File: src/rtl/phi_meter.sv
// PHI receive-side checker: measures period and high time of the divided CPU
// clock in master-clock cycles, classifies the divide ratio and tracks lock.
//
// state   | meaning
// IDLE    | waiting for the first PHI rise; nothing is captured
// MEASURE | capturing periods, counting identical classified periods
// LOCKED  | ratio confirmed; any differing period drops lock with err
module phi_meter #(
    parameter int CNT_W     = 6,
    parameter int NTSC_DIV  = 12,
    parameter int PAL_DIV   = 16,
    parameter int DENDY_DIV = 15,
    parameter int LOCK_N    = 4
) (
    input  logic             CLK,
    input  logic             nRES,
    input  logic             phi_in,
    output logic [CNT_W-1:0] period,
    output logic [CNT_W-1:0] high_time,
    output logic             meas_valid,
    output logic [1:0]       mode,
    output logic             locked,
    output logic             err
);

    typedef enum logic [1:0] {
        IDLE    = 2'd0,
        MEASURE = 2'd1,
        LOCKED  = 2'd2
    } state_t;

    localparam logic [CNT_W-1:0] CNT_MAX = '1;
    localparam logic [CNT_W-1:0] CNT_ONE = CNT_W'(1);
    localparam logic [CNT_W-1:0] NTSC_C  = CNT_W'(NTSC_DIV);
    localparam logic [CNT_W-1:0] PAL_C   = CNT_W'(PAL_DIV);
    localparam logic [CNT_W-1:0] DENDY_C = CNT_W'(DENDY_DIV);
    localparam logic [3:0]       LOCK_C  = 4'(LOCK_N);

    logic             s1, s2, s3;
    logic             rise;
    logic [CNT_W-1:0] cnt, hcnt;
    state_t           state, state_d;
    logic [1:0]       cand, cand_d, cls, mode_d;
    logic [3:0]       match_cnt, match_d, match_inc;
    logic             locked_d, err_d, cap, timeout;

    assign rise      = s2 & ~s3;
    assign timeout   = (state != IDLE) && (cnt == CNT_MAX);
    assign match_inc = match_cnt + 4'd1;

    // Synchronizer plus edge flop, and the free-running period/high counters.
    always_ff @(posedge CLK or negedge nRES) begin
        if (!nRES) begin
            s1   <= 1'b0;
            s2   <= 1'b0;
            s3   <= 1'b0;
            cnt  <= '0;
            hcnt <= '0;
        end else begin
            s1 <= phi_in;
            s2 <= s1;
            s3 <= s2;
            if (rise) begin
                cnt  <= CNT_ONE;
                hcnt <= CNT_ONE;
            end else begin
                if (cnt != CNT_MAX)
                    cnt <= cnt + CNT_ONE;
                if (s2 && (hcnt != CNT_MAX))
                    hcnt <= hcnt + CNT_ONE;
            end
        end
    end

    always_comb begin
        cls = 2'd0;
        if (cnt == NTSC_C)
            cls = 2'd1;
        else if (cnt == PAL_C)
            cls = 2'd2;
        else if (cnt == DENDY_C)
            cls = 2'd3;
    end

    always_comb begin
        state_d  = state;
        cand_d   = cand;
        match_d  = match_cnt;
        locked_d = locked;
        mode_d   = mode;
        err_d    = 1'b0;
        cap      = 1'b0;
        case (state)
            IDLE: begin
                if (rise) begin
                    state_d = MEASURE;
                    cand_d  = 2'd0;
                    match_d = 4'd0;
                end
            end
            MEASURE: begin
                if (timeout) begin
                    err_d    = 1'b1;
                    state_d  = IDLE;
                    locked_d = 1'b0;
                    mode_d   = 2'd0;
                end else if (rise) begin
                    cap = 1'b1;
                    if ((cls != 2'd0) && (cls == cand)) begin
                        match_d = match_inc;
                    end else begin
                        cand_d  = cls;
                        match_d = {3'b000, cls != 2'd0};
                    end
                    if (match_d >= LOCK_C) begin
                        state_d  = LOCKED;
                        locked_d = 1'b1;
                        mode_d   = cand_d;
                    end
                end
            end
            LOCKED: begin
                if (timeout) begin
                    err_d    = 1'b1;
                    state_d  = IDLE;
                    locked_d = 1'b0;
                    mode_d   = 2'd0;
                end else if (rise) begin
                    cap = 1'b1;
                    if (cls != mode) begin
                        err_d    = 1'b1;
                        locked_d = 1'b0;
                        mode_d   = 2'd0;
                        state_d  = MEASURE;
                        cand_d   = cls;
                        match_d  = {3'b000, cls != 2'd0};
                    end
                end
            end
            default: state_d = IDLE;
        endcase
    end

    // Status registers update together with the capture so locked and the
    // final meas_valid appear on the same cycle.
    always_ff @(posedge CLK or negedge nRES) begin
        if (!nRES) begin
            state      <= IDLE;
            cand       <= 2'd0;
            match_cnt  <= 4'd0;
            locked     <= 1'b0;
            mode       <= 2'd0;
            err        <= 1'b0;
            meas_valid <= 1'b0;
            period     <= '0;
            high_time  <= '0;
        end else begin
            state      <= state_d;
            cand       <= cand_d;
            match_cnt  <= match_d;
            locked     <= locked_d;
            mode       <= mode_d;
            err        <= err_d;
            meas_valid <= cap;
            if (cap) begin
                period    <= cnt;
                high_time <= hcnt;
            end
        end
    end

endmodule
File: config.mk
export PLATFORM = sky130hd
export DESIGN_NAME = phi_meter
export DESIGN_NICKNAME = d
export VERILOG_FILES = /design/src/rtl/phi_meter.sv
export SDC_FILE = /design/constraint.sdc
export NUM_CORES = 1
export LEC_CHECK = 0
export ABC_AREA = 1
export CORE_MARGIN = 10
export CORE_UTILIZATION = 50
export CTS_CLUSTER_SIZE = 10
export DETAILED_ROUTE_END_ITERATION = 6
export HOLD_SLACK_MARGIN = 0.02
export PLACE_DENSITY_LB_ADDON = 0.1
export SLEW_MARGIN = 20
export SYNTH_ARGS = -nofsm -noshare
export SYNTH_HDL_FRONTEND = slang
export SYNTH_SLANG_ARGS = --single-unit
export TNS_END_PERCENT = 50
File: constraint.sdc
create_clock -name CLK -period 2.5 [get_ports CLK]
set_clock_uncertainty 0.15 [all_clocks]
set_input_delay 0.5 -clock CLK [delete_from_list [all_inputs] [get_ports CLK]]
set_output_delay 0.5 -clock CLK [all_outputs]
set_load 0.02 [all_outputs]
==> flow_summary.json, run 1 <==
{
  "seqPwrFrac_pct": 38.5,
  "synth-seq-cells": 40,
  "place_ws_ns": 0.291,
  "clock_sinks": 40,
  "grt_max_degree": 17,
  "grt_remaining_overflow": 0,
  "grtUsageTotal_pct": 12.2,
  "dieArea_sq_mm": 0.00723,
  "peakVddDrop_mv": 0.516,
  "die_w_microns": 85.0,
  "syn_area_per_cell_sq_um": 8.35,
  "switchingPower_mw": 0.929,
  "synth_commonest_cells": "nand2_1, dfrtp_1, inv_1",
  "worstPathArrival_ns": 2.22,
  "cpMostUsedCell": "nand2_2",
  "required_ns": 2.52,
  "h-tree-depth": 2,
  "synth.distinct_cells": 31,
  "antennaDiodeCount": 0,
  "hold_viol": 0,
  "die_h_microns": 85.0,
  "slew_viol_final": 0,
  "yosys_warnings": 0,
  "worst_slew_pin_slew_ns": 0.440,
  "crit_path_start_kind": "flop",
  "clock_path_buffers": 2,
  "synth_edf_count": 0,
  "grt_pass1_wl_mm": 7.44,
  "max_stage_delay_ns": 0.39,
  "avgViaCountPerCell": 5.09,
  "ios": 20,
  "cts_setup_buffers": 0,
  "cts.clk_slew.worst_paths_ns": 0.07,
  "ant_nets": 0,
  "hold_ws_ns": 0.216,
  "fin_nets": 292,
  "min_period_ns": 2.21,
  "antenna_found_initial": 0,
  "critPathBufInv": 1,
  "synthesis.area_sq_mm": 0.00211,
  "crit_path_cell_trace": "ha_1, clkinv_1, nor2_4, nand2_2, nand2_2, nand3_1, nand4_1, nand4_2, nand2_2, o21ai_2",
  "nFillCells": 365,
  "synth-main-ff-cell": "dfrtp_1",
  "cts_root_buf": "clkbuf_8",
  "first_pass_iters": 5,
  "p_leak_nw": 1.23,
  "power.density_mw_per_mm2": 928,
  "layout-drive-gt1-share_pct": 12.8,
  "synth_top_cell_by_area": "dfrtp_1",
  "routed_wl_mm": 4.06,
  "synth.net_count": 264,
  "routedWlPerCell_microns": 12.2,
  "grt_pass1_vias": 1670,
  "path_class": "flop to flop",
  "postSynthCellCount": 253,
  "cts_resized": 0,
  "instances_no_fill": 332,
  "synth.most_common_cell": "nand2_1",
  "fp.coreArea_sq_mm": 0.00406,
  "vias": 1689,
  "hp-class": "flop to flop",
  "fin_crit_sh_pct": 88.3,
  "synth_top_area_share_pct": 47.4,
  "numPortBuffers": 19,
  "clk_latency_ns": 0.29,
  "setup_violations": 0,
  "dr.first_iter.drc_count": 105,
  "crit_family": "simple AND/OR/NAND/NOR gates",
  "drv_cap": 0,
  "initial_utilization_pct": 52.1,
  "fp-row-count": 23,
  "status": "completed",
  "switching_share_pct": 40.5,
  "async_flop_share_pct": 100,
  "cpMaxStageDelayCell": "dfrtp_1",
  "place_congestion": 0.850,
  "p_clk_share_pct": 18.7,
  "drc": 0,
  "dp.cells": 323,
  "yosys-top-cells-area": "dfrtp_1, nand2_1, inv_1",
  "p_comb_share_pct": 42.8,
  "synth-seq-area-share_pct": 47.4,
  "area_delta_synth_final_pct": 17.1,
  "cp_max_fo": 12,
  "dp_hpwl_mm": 3.23,
  "max_freq_ghz": 0.453,
  "relSlewSlack_pct": 70.6,
  "cts_tree": "done",
  "setup_ws_ns": 0.292,
  "tns_ns": 0,
  "p_int_mw": 1.37,
  "numCtsBuffers": 5,
  "end_kind": "flop",
  "rsz0062_at_grt": "false"
}
==> what timing repair did <==
item	CTS	global route
hold buffers	1	0
endpoints found under the hold margin	13	0
setup endpoints to repair	0	0
==> cell usage in the layout (no fill, tap or decap), drive strengths merged, types with 2 or more instances in the layout <==
cell,count
nand2,68
dfrtp,40
inv,37
o21ai,28
nand3,20
clkdlybuf4s50,18
nor2,17
a21oi,10
ha,8
clkbuf,8
nand4,7
buf,6
a31oi,4
clkinv,2
nor3,2
xor2,2
==> power by group through the flow <==
stage	Sequential (mW)	Combinational, mW	Clock [mW]
2_1_floorplan	0.974	0.604	0
3_3_place_gp	0.895	0.976	0
3_5_place_dp	0.897	0.985	0
4_1_cts	0.886	0.989	0.446
5_1_grt	0.905	1.10	0.483
6_report	0.884	0.982	0.429
==> through the flow <==
step / utilization (%) / power [mW] / cell area (sq um)
final: 61.0 / 2.30 / 2470
after global routing: 61.0 / 2.49 / 2470
after CTS: 61.0 / 2.32 / 2470
after detailed placement: 58.5 / 1.88 / 2370
after global placement: 58.5 / 1.87 / 2370
after floorplan: - / 1.58 / 2110
==> cell type report <==
| type | count | area (sq um) | share of cell area [%] |
|---|---|---|---|
| inverter | 39 | 146 | 5.92 |
| tap | 50 | 62.6 | 2.53 |
| multi-input combinational | 170 | 941 | 38.0 |
| clock buffer | 8 | 90.1 | 3.64 |
| sequential | 40 | 1000 | 40.5 |
| timing repair buffer | 25 | 233 | 9.41 |
==> registers in the layout (all words and copies together), names as in the netlist <==
name / flops
cnt: 6
hcnt: 6
high_time: 6
period: 6
match_cnt: 4
cand: 2
mode: 2
state: 2
err: 1
locked: 1
meas_valid: 1
s1: 1
s2: 1
s3: 1
==> cells by family (layout without fill, tap and decap cells) <==
logic type / Yosys count / in the layout / share of synthesized area, %
adders and majority gates: 8 / 8 / 4.74
AOI/OAI and AO/OA: 44 / 44 / 11.8
and+or+nand+nor: 116 / 116 / 27.2
xor gates and xnor gates: 2 / 2 / 0.829
buffers and inverters: 43 / 72 / 8.11
DFF: 40 / 40 / 47.4
==> per-layer routing <==
metal | GRT usage, % | share of wire (%) | wire (microns) | vias to the layer above
met5 | 0 | 0 | 0 | -
met1 | 15.9 | 49 | 1980 | 786
met3 | 4.11 | 4.2 | 169 | 4
met4 | 3.14 | 1.1 | 43 | 0
li1 | - | - | - | 872
met2 | 18.9 | 46 | 1870 | 27
==> path summary, 6_finish.rpt <==
check	start	slack, ns	to	cells after the start
setup reg to reg	cnt[0]	0.29	match_cnt[3]	10
min in group asynchronous	nRES	0.49	period[0]	2
max in group asynchronous	nRES	1.20	cnt[5]	3
setup / recovery	cnt[0]	0.29	match_cnt[3]	10
hold / removal	s1	0.22	s2	0
hold reg to reg	s1	0.22	s2	0
(Power assumes the default switching activity.)
==> run 2: changes to the inputs <==
- CORE_ASPECT_RATIO: unset -> 0.9
- CORE_UTILIZATION: 50 -> 45
- GPL_ROUTABILITY_DRIVEN: unset -> 0
==> run 2 against run 1 <==
Power is 4.5% higher. Critical path depth did not move. Combinational power rose by 0.6%. Sequential share of layout area decreased by 0.53 points. Clock power up 22%. Critical endpoint is now cand[0]. Critical path type unchanged.
==> flow_summary.json, run 2 (synthesis results as in run 1) <==
{
  "ios": 20,
  "routed_wl_mm": 4.25,
  "grt_remaining_overflow": 0,
  "antenna_found_initial": 0,
  "worstPathArrival_ns": 2.23,
  "numCtsBuffers": 5,
  "vias": 1666,
  "initial_utilization_pct": 47.1,
  "total_power_mw": 2.40,
  "path_class": "flop to flop",
  "h-tree-depth": 2,
  "slew_viol_final": 0,
  "max_freq_ghz": 0.454,
  "rsz0062_at_grt": "false",
  "avgViaCountPerCell": 4.84,
  "fin_util_pct": 55.8,
  "cp_max_fo": 12,
  "p_leak_nw": 1.24,
  "relSlewSlack_pct": 70.4,
  "min_to": "s2",
  "drv_cap": 0,
  "clock_path_buffers": 2,
  "cts_tree": "done",
  "rr_worst_depth": 10,
  "grt_max_degree": 21,
  "grt_pass1_wl_mm": 7.84,
  "grtUsageTotal_pct": 11.9,
  "die_h_microns": 85.0,
  "clock_sinks": 40,
  "grt_pass1_vias": 1660,
  "seqPwrFrac_pct": 36.9,
  "layout-drive-gt1-share_pct": 13.1,
  "die_w_microns": 92.2,
  "min_from": "s1",
  "hold_viol": 0,
  "area_delta_synth_final_pct": 18.6,
  "first_pass_iters": 4,
  "crit_path_start_kind": "flop",
  "dp.cells": 335,
  "p_int_mw": 1.44,
  "status": "completed",
  "dr.first_iter.drc_count": 75,
  "drc": 0,
  "switching_share_pct": 40.0,
  "cts_setup_buffers": 0,
  "required_ns": 2.52,
  "final_cell_mix": "nand2_1, dfrtp_1, inv_1",
  "p_clk_share_pct": 21.9,
  "numPortBuffers": 19,
  "dieArea_sq_mm": 0.00784,
  "instances_no_fill": 344,
  "fin_crit_sh_pct": 88.2,
  "cts_root_buf": "clkbuf_8",
  "ant_nets": 0,
  "power.density_mw_per_mm2": 957,
  "end_kind": "flop",
  "tns_ns": 0,
  "setup_violations": 0,
  "clk_latency_ns": 0.29,
  "rrSetupSlack_ns": 0.30,
  "layout_commonest_cell": "nand2_1",
  "antennaDiodeCount": 0,
  "fp.coreArea_sq_mm": 0.00449,
  "hp-class": "flop to flop",
  "peakVddDrop_mv": 0.522,
  "dp_hpwl_mm": 3.29,
  "fin_nets": 292,
  "cts.clk_slew.worst_paths_ns": 0.08,
  "whs_path_depth": 0,
  "hold_ws_ns": 0.208,
  "fp-row-count": 23,
  "r2r-start": "cnt[0]",
  "reg2reg_to": "cand[0]",
  "worst_slew_pin_slew_ns": 0.443,
  "routedWlPerCell_microns": 12.4,
  "min_period_ns": 2.20,
  "p_comb_share_pct": 41.2,
  "switchingPower_mw": 0.960
}
run 2: cell types whose count changed in the layout (fill, tap and decap cells not counted), sizes merged:
cell    delta
bufinv     +1
clkinv     +1
clkbuf     -2
run 2: worst max path at each step:
| stage | start | endpoint | slack, ns | depth (start not counted) |
|---|---|---|---|---|
| after floorplan | cnt[0] | mode[0] | 0.62 | 12 |
| after detailed placement | cnt[0] | cand[0] | 0.31 | 10 |
| final | cnt[0] | cand[0] | 0.30 | 10 |
| after global placement | cnt[0] | match_cnt[2] | 0.31 | 10 |
| after CTS | cnt[0] | cand[0] | 0.29 | 10 |
| after global routing | state[0] | cand[0] | 0.07 | 8 |
run 2: power by group through the flow:
stage                     logic [mW]  registers [mW]  clock network (mW)
after floorplan                0.604           0.974                   0
after global placement         0.985           0.894                   0
after detailed placement       0.992           0.899                   0
after CTS                      0.997           0.886               0.538
after global routing            1.12           0.911               0.564
final                          0.988           0.884               0.525
run 2: area by class of cell:
cell class,count,area [sq um]
Inverter,39,146
Timing Repair Buffer,25,233
Fill cell,419,1980
Sequential cell,40,1000
Clock buffer,6,72.6
Clock inverter,2,35.0
Multi-Input combinational cell,170,941
Tap cell,62,77.6
run 2: layer usage:
metal / GRT usage [%] / vias to the layer above / share of wire, %
met5: 0 / - / 0
met4: 4.20 / 0 / 1.3
met3: 3.17 / 7 / 3.6
met2: 17.7 / 21 / 44
met1: 16.2 / 766 / 51
li1: - / 872 / -
run 2: through the flow:
| stage | setup slack, ns | area [sq um] |
|---|---|---|
| global placement | 0.312 | 2390 |
| detailed placement | 0.309 | 2390 |
| floorplan | 0.623 | 2110 |
| global route | 0.0663 | 2510 |
| CTS | 0.292 | 2510 |
| finish | 0.295 | 2510 |
run 2: worst max-delay path, stage by stage, from the launching register on:
cell	delay, ns
dfrtp_1	0.39
ha_1	0.24
clkinv_1	0.14
nor2_4	0.17
nand2_2	0.09
nand2_2	0.10
nand3_1	0.09
nand4_1	0.12
nand4_2	0.35
nand2_1	0.16
o21ai_1	0.07
run 2: timing repair:
action,in CTS,in global routing
hold buffers,1,0
gates resized for setup,0,0
hold endpoints to repair,18,0
==> run 3: changes to the inputs <==
- CORE_MARGIN: 10 -> 4
==> run 3 against run 2 <==
Worst setup slack got worse by 0.020 ns. Critical path type unchanged. Cell count did not move. Critical endpoint is now match_cnt[2]. Clock power rose by 2%. Largest power group unchanged. Highest routed layer unchanged.
==> flow_summary.json, run 3 (synthesis results as in run 1) <==
{
  "status": "completed",
  "drv_cap": 0,
  "multi_input_area_sq_um": 941,
  "slew_viol_final": 0,
  "first_pass_iters": 4,
  "routedWlPerCell_microns": 12.3,
  "antenna_found_initial": 0,
  "fin_util_pct": 55.8,
  "hold_ws_ns": 0.202,
  "h-tree-depth": 2,
  "finalInstanceArea_sq_mm": 0.00251,
  "drc": 0,
  "clk_latency_ns": 0.30,
  "die_h_microns": 73.0,
  "antennaDiodeCount": 0,
  "routed_wl_mm": 4.23,
  "min_period_ns": 2.22,
  "hp-class": "flop to flop",
  "layout-drive-gt1-share_pct": 13.1,
  "cp_max_fo": 12,
  "max_freq_ghz": 0.450,
  "layout_commonest_cell": "nand2_1",
  "numCtsBuffers": 5,
  "dr.first_iter.drc_count": 92,
  "switchingPower_mw": 0.966,
  "grtUsageTotal_pct": 16.9,
  "total_power_mw": 2.40,
  "avgViaCountPerCell": 4.74,
  "seqPwrFrac_pct": 36.8,
  "crit_path_start_kind": "flop",
  "fp-row-count": 23,
  "grt_pass1_vias": 1580,
  "relSlewSlack_pct": 69.2,
  "peakVddDrop_mv": 0.579,
  "hold_viol": 0,
  "switching_share_pct": 40.2,
  "setup_ws_ns": 0.275,
  "numPortBuffers": 19,
  "p_leak_nw": 1.24,
  "ant_nets": 0,
  "initial_utilization_pct": 47.1,
  "ios": 20,
  "cts_root_buf": "clkbuf_8",
  "cts.clk_slew.worst_paths_ns": 0.08,
  "dieArea_sq_mm": 0.00586,
  "final_cell_mix": "nand2_1, dfrtp_1, inv_1",
  "p_clk_share_pct": 22.2,
  "grt_remaining_overflow": 0,
  "worstPathArrival_ns": 2.26,
  "crit_path_cell_trace": "ha_1, clkinv_1, nor2_4, nand2_2, nand2_2, nand3_1, nand4_1, nand4_2, nand2_2, o21ai_2",
  "clock_path_buffers": 2,
  "grt_max_degree": 18,
  "place_ws_ns": 0.276,
  "grt_pass1_wl_mm": 7.53,
  "p_int_mw": 1.44,
  "vias": 1632,
  "fin_nets": 292,
  "cts_setup_buffers": 0,
  "nFillCells": 416,
  "worst_slew_pin_slew_ns": 0.461,
  "rsz0062_at_grt": "false",
  "regArea_sq_mm": 0.00100,
  "cts_resized": 0,
  "setup_violations": 0,
  "required_ns": 2.53,
  "die_w_microns": 80.2,
  "max_stage_delay_ns": 0.40,
  "end_kind": "flop",
  "path_class": "flop to flop",
  "dp.cells": 335,
  "p_comb_share_pct": 41.1,
  "power.density_mw_per_mm2": 959,
  "dp_hpwl_mm": 3.18,
  "clock_sinks": 40,
  "fin_crit_sh_pct": 89.0,
  "cpMostUsedCell": "nand2_2",
  "placed_area_sq_mm": 0.00239,
  "cts_tree": "done",
  "tns_ns": 0,
  "cpMaxStageDelayCell": "dfrtp_1",
  "instances_no_fill": 344,
  "area_delta_synth_final_pct": 18.6,
  "fp.coreArea_sq_mm": 0.00449
}
==> run 3: cell counts in the layout (fill, tap and decap cells not counted) <==
Identical to the previous run, type by type.
==> run 3: final cells by class <==
class / count / share of cell area [%]
sequential: 40 / 39.9
inverter: 39 / 5.84
clock inverter: 2 / 1.40
timing repair buffer: 25 / 9.29
tap: 62 / 3.10
clock buffer: 6 / 2.90
multi-input combinational: 170 / 37.5
==> run 3: path summary, 6_finish.rpt <==
kind / startpoint / to / slack [ns] / depth (start not counted)
worst max-delay path: cnt[0] / match_cnt[2] / 0.28 / 10
min in group asynchronous: nRES / period[1] / 0.48 / 2
max in group asynchronous: nRES / mode[0] / 1.18 / 3
worst max register to register: cnt[0] / match_cnt[2] / 0.28 / 10
worst min register to register: s1 / s2 / 0.20 / 0
worst min-delay path: s1 / s2 / 0.20 / 0
==> run 3: what timing repair did <==
item	CTS	global route
endpoints found under the hold margin	15	0
setup endpoints to repair	0	0
hold buffers	1	0
==> run 3: worst max-delay path: cells and delay by family, from the launching register on <==
kind / cells / cell delay, ns
simple gates: 7 / 1.11
buf+inv: 1 / 0.14
compound gates: 1 / 0.06
flops: 1 / 0.40
fa+ha+maj: 1 / 0.23
==> run 3: power by group through the flow <==
| stage | sequential (mW) | combinational, mW | clock (mW) |
|---|---|---|---|
| finish | 0.884 | 0.987 | 0.533 |
| global route | 0.911 | 1.13 | 0.567 |
| CTS | 0.885 | 0.992 | 0.546 |
| detailed placement | 0.896 | 0.987 | 0 |
| global placement | 0.893 | 0.983 | 0 |
| floorplan | 0.974 | 0.604 | 0 |
==> run 3: routing by layer <==
metal	wire length [microns]	vias up	global-route usage, %	part of all wire [%]
met1	2280	730	25.4	54
li1	-	875	-	-
met2	1740	19	23.1	41
met4	91	0	7.88	2.2
met3	115	8	3.33	2.7
met5	0	-	0	0
